## config.mk

```make
export PLATFORM = sky130hd
export DESIGN_NAME = id_stage
export DESIGN_NICKNAME = d
export VERILOG_FILES = /design/src/rtl/id_stage.sv
export SDC_FILE = /design/constraint.sdc
export NUM_CORES = 2
export LEC_CHECK = 0
export CORE_UTILIZATION = 65
export DETAILED_ROUTE_END_ITERATION = 10
export PLACE_DENSITY_LB_ADDON = 0.15
export RECOVER_POWER = 100
export SKIP_CTS_REPAIR_TIMING = 1
export SYNTH_ARGS = -nofsm -noshare
export SYNTH_HDL_FRONTEND = slang
export SYNTH_SLANG_ARGS = --single-unit
```

## constraint.sdc

```tcl
create_clock -name clk -period 3.9 [get_ports clk]
set_input_delay 0.585 -clock clk [delete_from_list [all_inputs] [get_ports clk]]
set_output_delay 0.585 -clock clk [all_outputs]
set_load 0.1 [all_outputs]
```

## src/rtl/id_stage.sv

```systemverilog
// RV32I decode stage: register file, instruction/immediate decode, load-use stall, ID/EX register.
// Define WB_BYPASS_EN to make a same-cycle write-back visible on the register read ports.
module id_stage #(
    parameter int          XLEN     = 32,
    parameter int          NREG     = 32,
    parameter logic [31:0] RESET_PC = 32'h0
) (
    input  logic            clk,
    input  logic            rst_n,
    input  logic            id_valid,
    input  logic [XLEN-1:0] pc_orig_id,
    input  logic [31:0]     inst_id,
    input  logic            flush,
    input  logic            wb_en,
    input  logic [4:0]      wb_rd,
    input  logic [XLEN-1:0] wb_data,
    output logic            stall,
    output logic            ex_valid,
    output logic [XLEN-1:0] ex_pc,
    output logic [XLEN-1:0] ex_rs1_data,
    output logic [XLEN-1:0] ex_rs2_data,
    output logic [XLEN-1:0] ex_imm,
    output logic [4:0]      ex_rd,
    output logic [3:0]      ex_alu_op,
    output logic            ex_alu_src,
    output logic [5:0]      ex_ctrl,
    output logic [2:0]      ex_funct3,
    output logic            ex_illegal
);
    localparam logic [6:0] OPC_LUI    = 7'b0110111;
    localparam logic [6:0] OPC_AUIPC  = 7'b0010111;
    localparam logic [6:0] OPC_JAL    = 7'b1101111;
    localparam logic [6:0] OPC_JALR   = 7'b1100111;
    localparam logic [6:0] OPC_BRANCH = 7'b1100011;
    localparam logic [6:0] OPC_LOAD   = 7'b0000011;
    localparam logic [6:0] OPC_STORE  = 7'b0100011;
    localparam logic [6:0] OPC_OPIMM  = 7'b0010011;
    localparam logic [6:0] OPC_OP     = 7'b0110011;

    localparam logic [3:0] ALU_ADD = 4'd0,  ALU_SUB  = 4'd1, ALU_SLL = 4'd2, ALU_SLT = 4'd3;
    localparam logic [3:0] ALU_SLTU = 4'd4, ALU_XOR  = 4'd5, ALU_SRL = 4'd6, ALU_SRA = 4'd7;
    localparam logic [3:0] ALU_OR = 4'd8,   ALU_AND  = 4'd9, ALU_PASSB = 4'd10;

    logic [XLEN-1:0] regs [0:NREG-1];
    logic [6:0]      opc;
    logic [2:0]      f3;
    logic [6:0]      f7;
    logic [4:0]      rs1, rs2, rd_f;
    logic [XLEN-1:0] rs1_data, rs2_data;
    logic [XLEN-1:0] imm_i, imm_s, imm_b, imm_u, imm_j;
    logic [XLEN-1:0] dec_imm;
    logic [3:0]      dec_op;
    logic            dec_src, dec_writes, dec_illegal, use_rs1, use_rs2;
    logic            is_jal, is_jalr, is_branch, is_load, is_store;
    logic [5:0]      dec_ctrl;
    logic [4:0]      dec_rd;
    logic            load_id;

    assign opc  = inst_id[6:0];
    assign f3   = inst_id[14:12];
    assign f7   = inst_id[31:25];
    assign rd_f = inst_id[11:7];
    assign rs1  = inst_id[19:15];
    assign rs2  = inst_id[24:20];

    assign imm_i = {{20{inst_id[31]}}, inst_id[31:20]};
    assign imm_s = {{20{inst_id[31]}}, inst_id[31:25], inst_id[11:7]};
    assign imm_b = {{20{inst_id[31]}}, inst_id[7], inst_id[30:25], inst_id[11:8], 1'b0};
    assign imm_u = {inst_id[31:12], 12'h000};
    assign imm_j = {{12{inst_id[31]}}, inst_id[19:12], inst_id[20], inst_id[30:21], 1'b0};

    always_ff @(posedge clk or negedge rst_n) begin
        if (!rst_n) begin
            for (int r = 0; r < NREG; r++) regs[r] <= '0;
        end else if (wb_en && wb_rd != 5'd0) begin
            regs[wb_rd] <= wb_data;
        end
    end

    always_comb begin
        rs1_data = (rs1 == 5'd0) ? '0 : regs[rs1];
        rs2_data = (rs2 == 5'd0) ? '0 : regs[rs2];
`ifdef WB_BYPASS_EN
        if (wb_en && wb_rd != 5'd0 && wb_rd == rs1) rs1_data = wb_data;
        if (wb_en && wb_rd != 5'd0 && wb_rd == rs2) rs2_data = wb_data;
`endif
    end

    function automatic logic [3:0] alu_fn(input logic [2:0] fn3, input logic alt);
        case (fn3)
            3'd0:    return alt ? ALU_SUB : ALU_ADD;
            3'd1:    return ALU_SLL;
            3'd2:    return ALU_SLT;
            3'd3:    return ALU_SLTU;
            3'd4:    return ALU_XOR;
            3'd5:    return alt ? ALU_SRA : ALU_SRL;
            3'd6:    return ALU_OR;
            default: return ALU_AND;
        endcase
    endfunction

    always_comb begin
        dec_imm     = '0;
        dec_op      = ALU_ADD;
        dec_src     = 1'b0;
        dec_writes  = 1'b0;
        dec_illegal = 1'b0;
        use_rs1     = 1'b1;
        use_rs2     = 1'b0;
        is_jal      = 1'b0;
        is_jalr     = 1'b0;
        is_branch   = 1'b0;
        is_load     = 1'b0;
        is_store    = 1'b0;
        case (opc)
            OPC_LUI:    begin dec_imm = imm_u; dec_op = ALU_PASSB; dec_src = 1'b1; dec_writes = 1'b1; use_rs1 = 1'b0; end
            OPC_AUIPC:  begin dec_imm = imm_u; dec_src = 1'b1; dec_writes = 1'b1; use_rs1 = 1'b0; end
            OPC_JAL:    begin dec_imm = imm_j; dec_src = 1'b1; dec_writes = 1'b1; use_rs1 = 1'b0; is_jal = 1'b1; end
            OPC_JALR:   begin
                dec_imm = imm_i; dec_src = 1'b1; dec_writes = 1'b1; is_jalr = 1'b1;
                dec_illegal = (f3 != 3'd0);
            end
            OPC_BRANCH: begin
                dec_imm = imm_b; dec_op = ALU_SUB; use_rs2 = 1'b1; is_branch = 1'b1;
                dec_illegal = (f3 == 3'd2) || (f3 == 3'd3);
            end
            OPC_LOAD:   begin
                dec_imm = imm_i; dec_src = 1'b1; dec_writes = 1'b1; is_load = 1'b1;
                dec_illegal = (f3 == 3'd3) || (f3 >= 3'd6);
            end
            OPC_STORE:  begin
                dec_imm = imm_s; dec_src = 1'b1; use_rs2 = 1'b1; is_store = 1'b1;
                dec_illegal = (f3 > 3'd2);
            end
            OPC_OPIMM:  begin
                // No SUBI: funct7 bit 5 only selects SRAI.
                dec_imm = imm_i; dec_src = 1'b1; dec_writes = 1'b1;
                dec_op = alu_fn(f3, inst_id[30] && f3 == 3'd5);
                dec_illegal = (f3 == 3'd1 && f7 != 7'h00) ||
                              (f3 == 3'd5 && f7 != 7'h00 && f7 != 7'h20);
            end
            OPC_OP:     begin
                use_rs2 = 1'b1; dec_writes = 1'b1;
                dec_op = alu_fn(f3, inst_id[30]);
                dec_illegal = !(f7 == 7'h00 || (f7 == 7'h20 && (f3 == 3'd0 || f3 == 3'd5)));
            end
            default:    dec_illegal = 1'b1;
        endcase
    end

    assign dec_ctrl = dec_illegal ? 6'd0 :
                      {is_jal, is_jalr, is_branch, is_load, is_store, dec_writes && rd_f != 5'd0};
    assign dec_rd   = (dec_writes && !dec_illegal) ? rd_f : 5'd0;

    assign stall = !flush && id_valid && ex_valid && ex_ctrl[2] && ex_rd != 5'd0 &&
                   ((use_rs1 && rs1 == ex_rd) || (use_rs2 && rs2 == ex_rd));

    assign load_id = id_valid && !flush && !stall;

    always_ff @(posedge clk or negedge rst_n) begin
        if (!rst_n) begin
            ex_valid    <= 1'b0;
            ex_pc       <= RESET_PC;
            ex_rs1_data <= '0;
            ex_rs2_data <= '0;
            ex_imm      <= '0;
            ex_rd       <= '0;
            ex_alu_op   <= '0;
            ex_alu_src  <= 1'b0;
            ex_ctrl     <= '0;
            ex_funct3   <= '0;
            ex_illegal  <= 1'b0;
        end else begin
            // Bubbles only clear valid/ctrl/illegal; the data fields are don't-care then.
            ex_valid    <= load_id;
            ex_pc       <= pc_orig_id;
            ex_rs1_data <= rs1_data;
            ex_rs2_data <= rs2_data;
            ex_imm      <= dec_imm;
            ex_rd       <= dec_rd;
            ex_alu_op   <= dec_op;
            ex_alu_src  <= dec_src;
            ex_ctrl     <= load_id ? dec_ctrl : 6'd0;
            ex_funct3   <= f3;
            ex_illegal  <= load_id && dec_illegal;
        end
    end
endmodule

```

# After elaboration in Yosys (flattened, before gate mapping)
# Index checks and enable logic that the tools add are counted.
[totals]
reg_bits = 1173
output_inout_bits = 150
word_cells = 146
[classes]
n_lt_le_gt_ge = 6
n_eq_ne = 19
mux = 32
bitwise_logic = 3
reduce_logical = 43
[ops]
columns = ["operator", "n"]
rows = [
  ["$bwmux W1024", 1],
  ["$bmux W32 S5", 2],
  ["$mux W32", 7],
  ["$demux W32 S5", 1],
  ["$pmux W32 S5", 1],
  ["$pmux W4 S7", 2],
  ["$eq A7 B6 Y1 const B", 4],
  ["$eq A7 B7 Y1 const B", 3],
  ["$ge A6 B6 Y1 const B", 3],
  ["$logic_and A1 B1 Y1", 18],
  ["$not A5 Y6", 3],
  ["$pmux W4 S4", 1],
  ["$reduce_bool A5 Y1", 3],
  ["$eq A7 B5 Y1 const B", 2],
  ["$reduce_or A7 Y1", 2],
  ["$mux W1", 13],
  ["$mux W6", 2],
  ["$eq A5 B5 Y1", 2],
  ["$logic_not A5 Y1", 2],
  ["$eq A3 B3 Y1 const B", 3],
  ["$reduce_or A3 Y1", 3],
  ["$eq A7 B2 Y1 const B", 1],
  ["$logic_not A7 Y1", 1],
  ["$ne A7 B6 Y1 const B", 1],
  ["other kinds (13)", 22],
]

# Logic depth before layout (Yosys ltp)
[depth]
ltp_word = 9
depth_mapped = 10
depth_no_buf = 6

# Worst setup path before layout
# Ideal clock, no wire load.
[synth_timing]
path_type = "flip-flop to output port"
startpoint = "register ex_rd[0]"
endpoint = "output port stall"
t_arrival_ps = 2560
required_ps = 3315
path_slack_ps = 755
path_stages_with_launch = 6
cell_sequence = "dfrtp_1 > xor2_1 > a21oi_1 > nand4_1 > or4_1 > a21oi_4"
[synth_via]
elab_chain_len = 4
[synth_lines]
columns = ["item", "line_no", "text"]
rows = [
  ["start, declared", "23", "output logic [4:0] ex_rd,"],
  ["start signal, assigned", "180", "ex_rd <= dec_rd;"],
  ["$eq A5 B5 Y1", "156", "((use_rs1 && rs1 == ex_rd) || (use_rs2 && rs2 == ex_rd));"],
  ["$logic_and A1 B1 Y1", "156", ""],
  ["$logic_or A1 B1 Y1", "156", ""],
  ["$logic_and A1 B1 Y1 (*)", "155", "assign stall = !flush && id_valid && ex_valid && ex_ctrl[2] && ex_rd != 5'd0 &&"],
  ["end, declared", "17", "output logic stall,"],
]
# Mark *: on every way between the ends. The rest lies on a longest branch, timed or not.

# Worst setup path after layout
[layout_timing]
startpoint = "input port inst_id[24]"
endpoint = "register ex_rs2_data[9]"
[layout_via]
elab_chain_len = 5
[layout_lines]
columns = ["item", "line_no", "text"]
rows = [
  ["start, declared", "12", "input logic [31:0] inst_id,"],
  ["$not A5 Y6 (not written as such)", "82", "rs2_data = (rs2 == 5'd0) ? '0 : regs[rs2];"],
  ["$bmux W32 S5", "82", ""],
  ["$mux W32 (not written as such) (2 in a row)", "82", ""],
  ["$mux W32 (*)", "82", ""],
  ["net rs2_data[9]", "49", "logic [XLEN-1:0] rs1_data, rs2_data;"],
  ["end signal, assigned", "178", "ex_rs2_data <= rs2_data;"],
  ["end, declared", "21", "output logic [XLEN-1:0] ex_rs2_data,"],
]
# Mark *: on every way through the listed nets, which the timed path passes. The rest lies on a longest branch. The select of a mux whose other input is x is not followed.
# A chain may end at the register's enable or synchronous reset.

==> reports/summary.txt <==
WORST SETUP PATH
--------------------------------------------------------------------------------------
Critical path fanouts, max                                                          23
Number of buffers and inverters on the critical path                                 3
Critical Path End Type                                                       flip-flop
Number of cells on the worst reg-to-reg path                                         6
Critical path's largest stage delay                                            1.77 ns
Family of cells with the greatest summed delay on the critical path       buffers and inverters
Worst path depth                                                                     6
Category of the critical setup timing path                                primary input to flip-flop
Slowest cell on the critical path                                         sky130_fd_sc_hd__clkbuf_1
Critical Path Start Type                                                  primary input
Data arrival time of the critical path                                         4.38 ns
Cell-by-cell trace of the critical path                                   clkbuf_2, clkbuf_1, nand2b_2, buf_4, o22ai_1, a21o_1
Worst path required time                                                       4.42 ns

RUN STATUS
--------------------------------------------------------------------------------------
Failing checks                                                            max-capacitance violations, max-slew violations
Status                                                                    complete, but fails checks

POWER
--------------------------------------------------------------------------------------
Worst vdd ir                                                                  0.490 mV
Leakage dissipation                                                            29.3 nW
Power density normalized to cell area                                       539 nW/µm²
Post-route total power                                                         35.7 mW

SYNTH
--------------------------------------------------------------------------------------
Share of the synthesized area in the top cell type                               50.1%
Proportion of synthesized chip area in sequential cells                          50.1%
Top cell type by total area after synthesis                               sky130_fd_sc_hd__dfrtp_1
Number of warnings printed during yosys synthesis                                    0
Synth Cell Area                                                              58600 µm²
Cell variety after synth                                                            53
EDFF count, synth                                                                    0
Leading post-synthesis cells by cell area                                 sky130_fd_sc_hd__dfrtp_1 (50%), sky130_fd_sc_hd__mux2_2 (19%), sky130_fd_sc_hd__mux4_2 (18%), sky130_fd_sc_hd__mux2i_1 (3.3%), sky130_fd_sc_hd__clkbuf_1 (1.6%)
Number of nets produced by synthesis                                              3894
Async set or reset register ratio after synthesis                                 100%
Synthesized flop and latch total                                                  1173
Most instantiated flip-flop cell in the synthesis netlist                 sky130_fd_sc_hd__dfrtp_1
Synth Instances                                                                   3788
Average instance area after synthesis                                         15.5 µm²

TIMING
--------------------------------------------------------------------------------------
Setup repair after global routing missed its margin                              false
Remaining max-slew budget at the tightest pin                                   -72.3%
Worst Tran Pin Value                                                           2.59 ns
Final count of hold timing violations                                                0
Clock skew after layout                                                      0.0329 ns
Number of failing setup endpoints in the final timing report                         0
Minimum clock period                                                           3.86 ns
Setup Total Neg Slack                                                             0 ns
Count of pins over their slew limit                                                775
Maximum clock frequency                                                      0.259 GHz
Final critical-path share of the clock period                                    99.0%

PLACED DESIGN
--------------------------------------------------------------------------------------
Instance area after placement                                                62700 µm²
Weighted congestion reported at the end of routability-driven placement          0.890
Hpwl dp                                                                      104000 µm
Number of buffers inserted by port buffering                                       255
Number of instances in the placed design                                          4930

CLOCK NETWORK
--------------------------------------------------------------------------------------
CTS sink count                                                                    1173
Clock-pin slew of the registers on the worst-case setup and hold paths         0.06 ns
H-tree levels                                                                        3
Root Buffer Master                                                        sky130_fd_sc_hd__clkbuf_16
Clock network latency to the later pin of the worst-skew pair                  0.72 ns
CTS tree                                                                           yes
Worst-case clock buffer depth                                                        3
Number of buffers inserted during clock tree synthesis                             119

DRT
--------------------------------------------------------------------------------------
Via density per instance                                                          7.39
Overall via count from detail_route                                              38102
Number of nets still failing antenna checks after routing                            0
Per-cell routed wire length                                                    34.4 µm
Number of DRC violations after detailed-routing iteration 0                       4543
Total Wirelength                                                             177000 µm
TritonRoute pass-1 iters                                                             6
Remaining routing DRC violations                                                     0

FINAL LAYOUT
--------------------------------------------------------------------------------------
Final cell area excluding filler cells                                       66300 µm²
Number of nets in the layout                                                      3993
Total area of multi-input combinational cells                                27500 µm²
Share of final-layout standard cells stronger than drive strength 1              45.7%
Layout Cells excl Fill                                                            5155
Filler instances                                                                  5306
Area added between synthesis and finish                                          13.2%
Footprint of the flip-flops and latches                                      29400 µm²

WORST HOLD PATH
--------------------------------------------------------------------------------------
Hold path depth                                                                      2
Worst min-delay path category                                             primary input to flip-flop

DIE
--------------------------------------------------------------------------------------
I/O pin count                                                                      256
Die Ht                                                                          302 µm
Horizontal die dimension                                                        302 µm
DIE AREA                                                                     91300 µm²
Initial core utilization                                                         66.0%
Floorplan row count                                                                109
Core box area                                                                88800 µm²

GLOBAL ROUTING
--------------------------------------------------------------------------------------
All-layer global routing usage                                                   39.9%
Maximum number of pins on one net before global-route repair                       118
First-pass GRT wire length                                                   264000 µm
Via count of the first global-routing pass                                       40578
Number of antenna violations at the first check in global routing                   14
GRT Residual Overflow                                                                0

JOB
--------------------------------------------------------------------------------------
Number of max-cap violations                                                        34

-- cells in the mapped netlist (4+ instances only) --
| library cell | number |
|---|---|
| sky130_fd_sc_hd__a211oi_1 | 61 |
| sky130_fd_sc_hd__a21boi_0 | 8 |
| sky130_fd_sc_hd__a21boi_1 | 4 |
| sky130_fd_sc_hd__a21o_1 | 52 |
| sky130_fd_sc_hd__a21oi_1 | 49 |
| sky130_fd_sc_hd__a22o_1 | 19 |
| sky130_fd_sc_hd__a22oi_1 | 40 |
| sky130_fd_sc_hd__and2_1 | 14 |
| sky130_fd_sc_hd__buf_1 | 60 |
| sky130_fd_sc_hd__buf_2 | 82 |
| sky130_fd_sc_hd__buf_4 | 19 |
| sky130_fd_sc_hd__buf_6 | 4 |
| sky130_fd_sc_hd__clkbuf_1 | 252 |
| sky130_fd_sc_hd__dfrtp_1 | 1173 |
| sky130_fd_sc_hd__mux2_2 | 1003 |
| sky130_fd_sc_hd__mux2i_1 | 193 |
| sky130_fd_sc_hd__mux4_2 | 480 |
| sky130_fd_sc_hd__nand2_1 | 31 |
| sky130_fd_sc_hd__nand2b_1 | 7 |
| sky130_fd_sc_hd__nand3_1 | 7 |
| sky130_fd_sc_hd__nand3b_1 | 5 |
| sky130_fd_sc_hd__nor2_1 | 40 |
| sky130_fd_sc_hd__nor2b_1 | 6 |
| sky130_fd_sc_hd__nor3_1 | 13 |
| sky130_fd_sc_hd__nor3b_1 | 5 |
| sky130_fd_sc_hd__o21ai_0 | 9 |
| sky130_fd_sc_hd__o221ai_1 | 32 |
| sky130_fd_sc_hd__o22ai_1 | 70 |
| sky130_fd_sc_hd__or3_1 | 6 |
| sky130_fd_sc_hd__xnor2_1 | 5 |
| sky130_fd_sc_hd__xor2_1 | 5 |
-- per-stage QoR --
step	hold slack (ns)	setup slack (ns)	util [%]
3_5_place_dp	0.384	0.375	70.7
6_report	0.158	0.0397	74.7
2_1_floorplan	0.289	0.755	-
5_1_grt	0.154	0.140	74.7
3_3_place_gp	0.376	0.415	70.7
4_1_cts	-0.117	0.367	75.3
-- logic make-up (layout without fill, tap and decap cells) --
| kind of cell | Yosys count | in the layout | share of synthesized area, % |
|---|---|---|---|
| simple gates | 154 | 154 | 1.37 |
| compound gates | 355 | 355 | 4.29 |
| mux | 1676 | 1676 | 41.0 |
| xor+xnor | 10 | 10 | 0.150 |
| buf+inv | 420 | 619 | 3.04 |
| flops | 1173 | 1173 | 50.1 |
| other cells | 0 | 3 | 0 |
-- flip-flops by register name, indices dropped and copies added, names as in the netlist --
register,cells
regs,1024
ex_imm,32
ex_pc,32
ex_rs1_data,32
ex_rs2_data,32
ex_ctrl,6
ex_rd,5
ex_alu_op,4
ex_funct3,3
ex_alu_src,1
ex_illegal,1
ex_valid,1
-- final cells by class --
| cell class | instances | share of cell area (%) |
|---|---|---|
| clock buffer | 184 | 5.48 |
| multi-input combinational | 2195 | 41.5 |
| clock inverter | 37 | 0.700 |
| timing repair buffer | 395 | 5.78 |
| antenna | 3 | 0.0113 |
| sequential | 1173 | 44.3 |
| tap | 1165 | 2.20 |
| inverter | 3 | 0.0170 |
-- final timing paths --
check                       startpoint              to  slack, ns
setup / recovery           inst_id[24]  ex_rs2_data[9]       0.04
hold / removal             inst_id[22]      ex_imm[22]       0.16
setup reg to reg              ex_rd[0]      ex_ctrl[2]       1.89
hold reg to reg             regs[1003]      regs[1003]       0.40
max in group asynchronous        rst_n       regs[467]       0.48
min in group asynchronous        rst_n       ex_imm[8]       1.06
-- cells in the final DEF (no fill, tap or decap), types with 40 or more instances in the layout --
| cell type | synthesis | final |
|---|---|---|
| sky130_fd_sc_hd__mux2_2 | 1003 | 1001 |
| sky130_fd_sc_hd__dfrtp_1 | 1173 | 1173 |
| sky130_fd_sc_hd__a211oi_1 | 61 | 61 |
| sky130_fd_sc_hd__a21o_1 | 52 | 52 |
| sky130_fd_sc_hd__clkbuf_16 | 0 | 122 |
| sky130_fd_sc_hd__mux2i_1 | 193 | 193 |
| sky130_fd_sc_hd__dlygate4sd3_1 | 0 | 190 |
| sky130_fd_sc_hd__a22oi_1 | 40 | 40 |
| sky130_fd_sc_hd__clkbuf_1 | 252 | 62 |
| sky130_fd_sc_hd__clkdlybuf4s50_1 | 0 | 56 |
| sky130_fd_sc_hd__a21oi_1 | 49 | 49 |
| sky130_fd_sc_hd__mux4_2 | 480 | 480 |
| sky130_fd_sc_hd__o22ai_1 | 70 | 70 |
-- metal layers --
layer / vias to the layer above / track usage (%) / wire length (µm)
met5: - / 0 / 84
met4: 14 / 16.0 / 8110
met3: 539 / 11.4 / 18200
met2: 2167 / 61.9 / 84100
met1: 20564 / 53.6 / 66600
li1: 14818 / - / -
-- worst reg2reg max path, delay by kind of cell (launching register included) --
kind	cells	cell delay (ns)
AOI/OAI and AO/OA	2	0.47
DFF	1	0.44
and+or+nand+nor	3	0.80
xor gates and xnor gates	1	0.17
-- power by group --
| part | switching (mW) | internal [mW] | total, mW |
|---|---|---|---|
| logic | 3.83 | 3.99 | 7.83 |
| clock network | 4.88 | 7.04 | 11.9 |
| registers | 1.65 | 14.4 | 16.0 |
Power figures use the tool's default switching activity.
